<file path="config.mk">
export PLATFORM = sky130hd
export DESIGN_NAME = hps_gp_responder
export DESIGN_NICKNAME = d
export VERILOG_FILES = /design/src/rtl/hps_gp_responder.sv
export SDC_FILE = /design/constraint.sdc
export NUM_CORES = 1
export LEC_CHECK = 0
export ABC_CLOCK_PERIOD_IN_PS = 1900
export CAP_MARGIN = 20
export CELL_PAD_IN_SITES_DETAIL_PLACEMENT = 1
export CELL_PAD_IN_SITES_GLOBAL_PLACEMENT = 2
export CORE_MARGIN = 2
export CORE_UTILIZATION = 33
export DETAILED_ROUTE_END_ITERATION = 8
export HOLD_SLACK_MARGIN = 0.05
export PLACE_DENSITY_LB_ADDON = 0.1
export REMOVE_ABC_BUFFERS = 1
export SLEW_MARGIN = 20
export SYNTH_ARGS = -nofsm -noshare
export SYNTH_HDL_FRONTEND = slang
export SYNTH_SLANG_ARGS = --single-unit
</file>
<file path="constraint.sdc">
create_clock -name clk -period 1.9 [get_ports clk]
set_input_delay 0.57 -clock clk [delete_from_list [all_inputs] [get_ports clk]]
set_output_delay 0.57 -clock clk [all_outputs]
set_load 0.1 [all_outputs]
</file>
<file path="src/rtl/hps_gp_responder.sv">
// -----------------------------------------------------------------------------
// hps_gp_responder
//
// Fabric-side responder for the HPS general-purpose register mailbox. The HPS
// posts an 8-bit read or write request on its GP output word and flips a
// toggle bit. This block synchronises the word, performs exactly one access
// on the CPC peripheral bus, and reports completion on the GP input word by
// echoing the toggle.
//
// Ports:
//   clk        in   fabric clock, rising edge
//   reset_n    in   asynchronous active-low reset
//   gp_out     in   [31] req toggle, [30] write flag, [29:24] reserved,
//                   [23:8] address, [7:0] write data (async to clk)
//   gp_in      out  [31] ack toggle, [30] error, [29:16] zero,
//                   [15:8] completed-transaction count, [7:0] result byte
//   bus_addr   out  access address (ADDR_W bits)
//   bus_wdata  out  write data
//   bus_rd     out  read strobe, held until bus_ready
//   bus_wr     out  write strobe, held until bus_ready
//   bus_rdata  in   read data, valid when bus_ready=1
//   bus_ready  in   completes the access while a strobe is high
//
// Build option:
//   GP_RESP_TIMEOUT_EN  when defined, an access that sees no bus_ready for
//                       TIMEOUT_CYCLES cycles is aborted with error=1 and
//                       result 0xFF. When undefined, ACCESS waits forever
//                       and gp_in[30] is constant 0.
// -----------------------------------------------------------------------------
module hps_gp_responder #(
  parameter int SYNC_STAGES    = 2,
  parameter int ADDR_W         = 16,
  parameter int TIMEOUT_CYCLES = 1024
) (
  input  logic              clk,
  input  logic              reset_n,
  input  logic [31:0]       gp_out,
  output logic [31:0]       gp_in,
  output logic [ADDR_W-1:0] bus_addr,
  output logic [7:0]        bus_wdata,
  output logic              bus_rd,
  output logic              bus_wr,
  input  logic [7:0]        bus_rdata,
  input  logic              bus_ready
);

  typedef enum logic [1:0] {
    ST_IDLE,
    ST_SETTLE,
    ST_ACCESS,
    ST_RESPOND
  } state_e;

`ifdef GP_RESP_TIMEOUT_EN
  localparam int TO_W = (TIMEOUT_CYCLES > 2) ? $clog2(TIMEOUT_CYCLES) : 1;
  localparam logic [TO_W-1:0] TO_LAST = TO_W'(TIMEOUT_CYCLES - 1);
`else
  localparam int unused_timeout_cycles = TIMEOUT_CYCLES;
`endif

  // ---------------------------------------------------------------------------
  // Synchroniser: the whole word goes through the same number of stages. Bits
  // may still arrive on different cycles, which the SETTLE state absorbs.
  // ---------------------------------------------------------------------------
  logic [31:0] sync_word;

  genvar gi;
  generate
    for (gi = 0; gi < SYNC_STAGES; gi++) begin : g_sync
      logic [31:0] stage_q;
      if (gi == 0) begin : g_first
        always_ff @(posedge clk or negedge reset_n) begin
          if (!reset_n) begin
            stage_q <= '0;
          end else begin
            stage_q <= gp_out;
          end
        end
      end else begin : g_next
        always_ff @(posedge clk or negedge reset_n) begin
          if (!reset_n) begin
            stage_q <= '0;
          end else begin
            stage_q <= g_sync[gi-1].stage_q;
          end
        end
      end
    end
  endgenerate

  assign sync_word = g_sync[SYNC_STAGES-1].stage_q;

  // Reserved request bits (and address bits above ADDR_W) carry no meaning.
  logic unused_sync_bits;
  assign unused_sync_bits = ^sync_word[29:8];

  // ---------------------------------------------------------------------------
  // State and datapath registers
  // ---------------------------------------------------------------------------
  state_e            state_q,     state_d;
  logic [ADDR_W-1:0] addr_q,      addr_d;
  logic [7:0]        wdata_q,     wdata_d;
  logic              wr_flag_q,   wr_flag_d;
  logic              tog_q,       tog_d;       // toggle of the request in flight
  logic              last_tog_q,  last_tog_d;  // toggle of the last served request
  logic              rd_stb_q,    rd_stb_d;
  logic              wr_stb_q,    wr_stb_d;
  logic [7:0]        result_q,    result_d;
  logic              ack_q,       ack_d;
  logic [7:0]        count_q,     count_d;
  logic [7:0]        resp_data_q, resp_data_d;
`ifdef GP_RESP_TIMEOUT_EN
  logic              err_q,       err_d;
  logic              resp_err_q,  resp_err_d;
  logic [TO_W-1:0]   to_cnt_q,    to_cnt_d;
`endif

  // ---------------------------------------------------------------------------
  // Next-state logic
  // ---------------------------------------------------------------------------
  always_comb begin
    state_d     = state_q;
    addr_d      = addr_q;
    wdata_d     = wdata_q;
    wr_flag_d   = wr_flag_q;
    tog_d       = tog_q;
    last_tog_d  = last_tog_q;
    rd_stb_d    = rd_stb_q;
    wr_stb_d    = wr_stb_q;
    result_d    = result_q;
    ack_d       = ack_q;
    count_d     = count_q;
    resp_data_d = resp_data_q;
`ifdef GP_RESP_TIMEOUT_EN
    err_d       = err_q;
    resp_err_d  = resp_err_q;
    to_cnt_d    = to_cnt_q;
`endif

    case (state_q)
      ST_IDLE: begin
        // Only a change of toggle is a new request; toggle changes arriving
        // while busy are simply picked up here once we are back.
        if (sync_word[31] != last_tog_q) begin
          state_d = ST_SETTLE;
        end
      end

      ST_SETTLE: begin
        // One extra cycle after the toggle is seen so that every other bit of
        // the word has also crossed the synchroniser before it is latched.
        addr_d    = sync_word[8 +: ADDR_W];
        wdata_d   = sync_word[7:0];
        wr_flag_d = sync_word[30];
        tog_d     = sync_word[31];
        rd_stb_d  = !sync_word[30];
        wr_stb_d  = sync_word[30];
`ifdef GP_RESP_TIMEOUT_EN
        to_cnt_d  = '0;
`endif
        state_d   = ST_ACCESS;
      end

      ST_ACCESS: begin
        if (bus_ready) begin
          result_d = wr_flag_q ? wdata_q : bus_rdata;
          rd_stb_d = 1'b0;
          wr_stb_d = 1'b0;
`ifdef GP_RESP_TIMEOUT_EN
          err_d    = 1'b0;
`endif
          state_d  = ST_RESPOND;
        end
`ifdef GP_RESP_TIMEOUT_EN
        else if (to_cnt_q == TO_LAST) begin
          result_d = 8'hFF;
          rd_stb_d = 1'b0;
          wr_stb_d = 1'b0;
          err_d    = 1'b1;
          state_d  = ST_RESPOND;
        end else begin
          to_cnt_d = to_cnt_q + 1'b1;
        end
`endif
      end

      ST_RESPOND: begin
        resp_data_d = result_q;
        ack_d       = tog_q;
        count_d     = count_q + 8'd1;  // wraps naturally, counts errors too
        last_tog_d  = tog_q;
`ifdef GP_RESP_TIMEOUT_EN
        resp_err_d  = err_q;
`endif
        state_d     = ST_IDLE;
      end

      default: begin
        state_d = ST_IDLE;
      end
    endcase
  end

  // ---------------------------------------------------------------------------
  // Registers. Strobes are flops so the asynchronous reset drops them at once.
  // ---------------------------------------------------------------------------
  always_ff @(posedge clk or negedge reset_n) begin
    if (!reset_n) begin
      state_q     <= ST_IDLE;
      addr_q      <= '0;
      wdata_q     <= '0;
      wr_flag_q   <= 1'b0;
      tog_q       <= 1'b0;
      last_tog_q  <= 1'b0;
      rd_stb_q    <= 1'b0;
      wr_stb_q    <= 1'b0;
      result_q    <= '0;
      ack_q       <= 1'b0;
      count_q     <= '0;
      resp_data_q <= '0;
`ifdef GP_RESP_TIMEOUT_EN
      err_q       <= 1'b0;
      resp_err_q  <= 1'b0;
      to_cnt_q    <= '0;
`endif
    end else begin
      state_q     <= state_d;
      addr_q      <= addr_d;
      wdata_q     <= wdata_d;
      wr_flag_q   <= wr_flag_d;
      tog_q       <= tog_d;
      last_tog_q  <= last_tog_d;
      rd_stb_q    <= rd_stb_d;
      wr_stb_q    <= wr_stb_d;
      result_q    <= result_d;
      ack_q       <= ack_d;
      count_q     <= count_d;
      resp_data_q <= resp_data_d;
`ifdef GP_RESP_TIMEOUT_EN
      err_q       <= err_d;
      resp_err_q  <= resp_err_d;
      to_cnt_q    <= to_cnt_d;
`endif
    end
  end

  // ---------------------------------------------------------------------------
  // Outputs
  // ---------------------------------------------------------------------------
  assign bus_addr  = addr_q;
  assign bus_wdata = wdata_q;
  assign bus_rd    = rd_stb_q;
  assign bus_wr    = wr_stb_q;

`ifdef GP_RESP_TIMEOUT_EN
  assign gp_in = {ack_q, resp_err_q, 14'd0, count_q, resp_data_q};
`else
  assign gp_in = {ack_q, 1'b0, 14'd0, count_q, resp_data_q};
`endif

endmodule

</file>
# Word level (Yosys, flattened, before mapping)
# Index checks and enable logic that the tools add are counted.
# op_classes
add_sub_neg	1
eq_ne	6
n_mux	7
n_reduce_logical	6
# op_table
op	count
8-bit by 1-bit adder with 8-bit output (second input constant)	1
8-bit 2-to-1 mux	1
2-bit case mux with 4 select lines	1
2-bit AND reduction	3
2-bit equality test (second input constant)	2
2-bit 2-to-1 mux	2
2-bit != test (second input constant)	2
1-bit case mux with 2 select lines	2
2-bit by 1-bit equality test with 1-bit output (second input constant)	1
2-bit logical NOT	1
2-bit nonzero test	1
1-bit logical NOT	1
1-bit 2-to-1 mux	1
1-bit != test	1
# totals
reg_bits	119
input_bits	43
out_inout_bits	58
word_cells	33

# Logic depth before layout (Yosys ltp)
# logic_depth
depth_word	3
mapped_depth	7
mapped_depth_nobuf	5

# Worst setup path before layout
# Ideal clock, no wire load.
# synth_path
kind	register to register
startpoint	register count_q[0]
endpoint	register count_q[4]
setup_time_ns	0.159
arrival_ns	1.585
t_required_ns	1.741
slack_ns	0.156
stages_incl_launch_ff	4
path_buffers	0
period_less_slack_ns	1.744
cell_sequence	dfrtp_1 -> ha_1 -> nand4_1 -> xnor2_1
# synth_via
elab_chain_cells	1
# synth_lines
item	line	text
start, declared	110	logic [7:0] count_q, count_d;
start signal, assigned	237	count_q <= count_d;
8-bit by 1-bit adder with 8-bit output	190	count_d = count_q + 8'd1;
# No other way between the ends.
# A chain may end at the register's enable or synchronous reset.

# Worst setup path after layout
# layout_path
startpoint	register count_q[2]
endpoint	output port gp_in[10]
# layout_lines
item	line	text
end, declared	38	output logic [31:0] gp_in,
# No word-level cell between the ends.

==> impl_metrics.toml <==
[setup_path]
cp-end-kind = "output port"
slowest_delay_ns = 0.51
cp_cell_sequence = "buf_12"
crit_family = "flip-flops"
critical_path_arrival_ns = 1.07
cp_num_buf_inv = 1
worstSetupStartpointType = "flop"
cp_slowest_cell = "dfrtp_1"
crit_fanout = 5
crit_type = "reg2out"
required_ns = 1.33

[floorplan]
start_util = 0.343
io_pins = 101
die_w_um = 111
num_rows = 38
die_area_um2 = 12200
die_h_um = 111
core_um2 = 10900

[layout]
area_growth_pct = 43.8
multiInputGateArea_um2 = 916
finalNonFillerCells = 464
final_layout_size_suffix_gt1_frac = 0.336
diodes = 0
nets = 368
fill_cells = 1052
stdcell_area_um2 = 5390
seq_area_um2 = 2680

[placement]
port_buffers = 79
dp_hpwl_um = 4820
dp.cells = 448
placed_area_um2 = 5100
gp_congestion = 0.735

[yosys]
yosys.area.top_type = "dfrtp_1"
synthDistinctLibCells = 24
ys_ff_latch = 107
synth_cells = 231
synth.area.top_cells = "dfrtp_1 71%, mux2_2 11%, buf_4 3.6%, mux2i_1 2.7%, ha_1 2.0%"
synth.avg_cell_area_um2 = 16.2
synth_warnings = 0
synth_top_area_share = 0.715
seq_area_frac_synth = 0.715
synth_area_um2 = 3750

[timing]
rsz0062_at_grt = "no"
setup_viol = 0
maxSlewViolCount = 0
fmax_mhz = 610
slew_headroom = 0.626
fin_crit_sh = 0.863
fin_setup_tns_ns = 0
min_period_ns = 1.64
skew_ns = 0.0111
worst_pin_slew_ns = 0.562
final_hold_viol_count = 0

[drt]
drt-initial-drc-count = 40
ant_nets = 0
drt-pass1-iter-count = 4
drc_errors = 0
routed_wl_um = 6770
num_vias = 1989
via_per_inst = 4.29
wl_per_cell_um = 14.6

[flow_run]
cap_violations = 0

[clock_tree]
insertion_delay_ns = 0.34
cts-root-buf = "clkbuf_16"
cts_buffers = 9
cts.sinks = 107
postCtsHoldBufs = 0
clockBufferDepth = 2
cts_htree_levels = 3
cts_tree = "built"
post_cts_resized = 0
post-cts-setup-buffer-count = 0
path_clk_slew_ns = 0.07

[global_route]
grt_pass1_wl_um = 11300
grt_pass1_vias = 2242
grt.overflow.total = 0
grt_usage = 0.118
antenna_found_initial = 0
grt_max_degree = 39

[worst_hold_path]
hold_class = "in2async"

[status]
status = "finished, final reports clean"
cell usage in the layout, fill, tap and decap left out, types with 6 or more instances in the layout:
cell             instances
mux2_2                  36
nor2_1                  10
buf_4                    6
conb_1                  15
mux2i_1                 10
dfrtp_1                107
clkdlybuf4s50_1         35
a21oi_1                  8
clkbuf_16                9
buf_12                  46
nand2_1                  6
worst paths after layout:
path | from | depth (start not counted) | slack [ns] | end
min | reset_n | 1 | 0.14 | count_q[5]
min reg2reg | g_sync[0].stage_q[3] | 0 | 0.35 | g_sync[1].stage_q[3]
max in group asynchronous | reset_n | 2 | 1.25 | state_q[0]
min in group clk | g_sync[0].stage_q[3] | 0 | 0.35 | g_sync[1].stage_q[3]
max | count_q[2] | 1 | 0.26 | gp_in[10]
max reg2reg | state_q[0] | 5 | 0.34 | state_q[1]
layout make-up:
cell class / count / share of cell area
clock inverter: 6 / 0.00952
clock buffer: 10 / 0.0444
sequential: 107 / 0.497
tap: 140 / 0.0325
multi-input combinational: 111 / 0.170
inverter: 3 / 0.00209
timing repair buffer: 87 / 0.244
metal layers:
metal	up-vias	global-route usage	share of wire
met5	-	0	0
met1	1003	0.142	0.43
met2	67	0.188	0.48
met4	0	0.0500	0.015
li1	912	-	-
met3	7	0.0467	0.074
cells by family (layout without fill, tap and decap cells):
| family | Yosys count | count (layout) | synth area share |
|---|---|---|---|
| buffers and inverters | 27 | 106 | 0.0554 |
| muxes | 47 | 47 | 0.139 |
| AOI/OAI and AO/OA | 12 | 12 | 0.0180 |
| adders and majority gates | 6 | 6 | 0.0200 |
| xor gates and xnor gates | 8 | 8 | 0.0187 |
| other | 1 | 15 | 0.00100 |
| and+or+nand+nor | 23 | 23 | 0.0331 |
| DFF | 107 | 107 | 0.715 |
metrics by stage:
| step | setup slack [ns] | util | hold slack [ns] |
|---|---|---|---|
| CTS | 0.241 | 0.493 | 0.141 |
| global route | 0.225 | 0.493 | 0.140 |
| global placement | 0.0543 | 0.466 | 0.331 |
| floorplan | 0.123 | - | 0.274 |
| detailed placement | 0.0522 | 0.466 | 0.336 |
| finish | 0.259 | 0.493 | 0.138 |
registers in the layout, summed over array words and instances (netlist names):
signal / flops
bus_rd: 1
bus_wr: 1
result_q: 8
ack_q: 1
count_q: 8
bus_addr: 16
bus_wdata: 8
wr_flag_q: 1
resp_data_q: 8
state_q: 2
tog_q: 1
g_sync.stage_q: 52
Yosys cell counts:
cell / number
a21oi_1: 8
a21oi_2: 1
a2bb2oi_1: 1
and2_1: 1
and2b_1: 1
and3_1: 1
buf_2: 1
buf_4: 18
buf_6: 5
conb_1: 1
dfrtp_1: 107
ha_1: 6
inv_1: 3
mux2_2: 36
mux2_4: 1
mux2i_1: 10
nand2_1: 6
nand4_1: 2
nand4_4: 1
nor2_1: 10
nor3_2: 1
o21ai_0: 2
xnor2_1: 5
xor2_1: 3
Power is not shown: default switching activity piles up to over one toggle a cycle in this logic, so the estimate is an artifact.
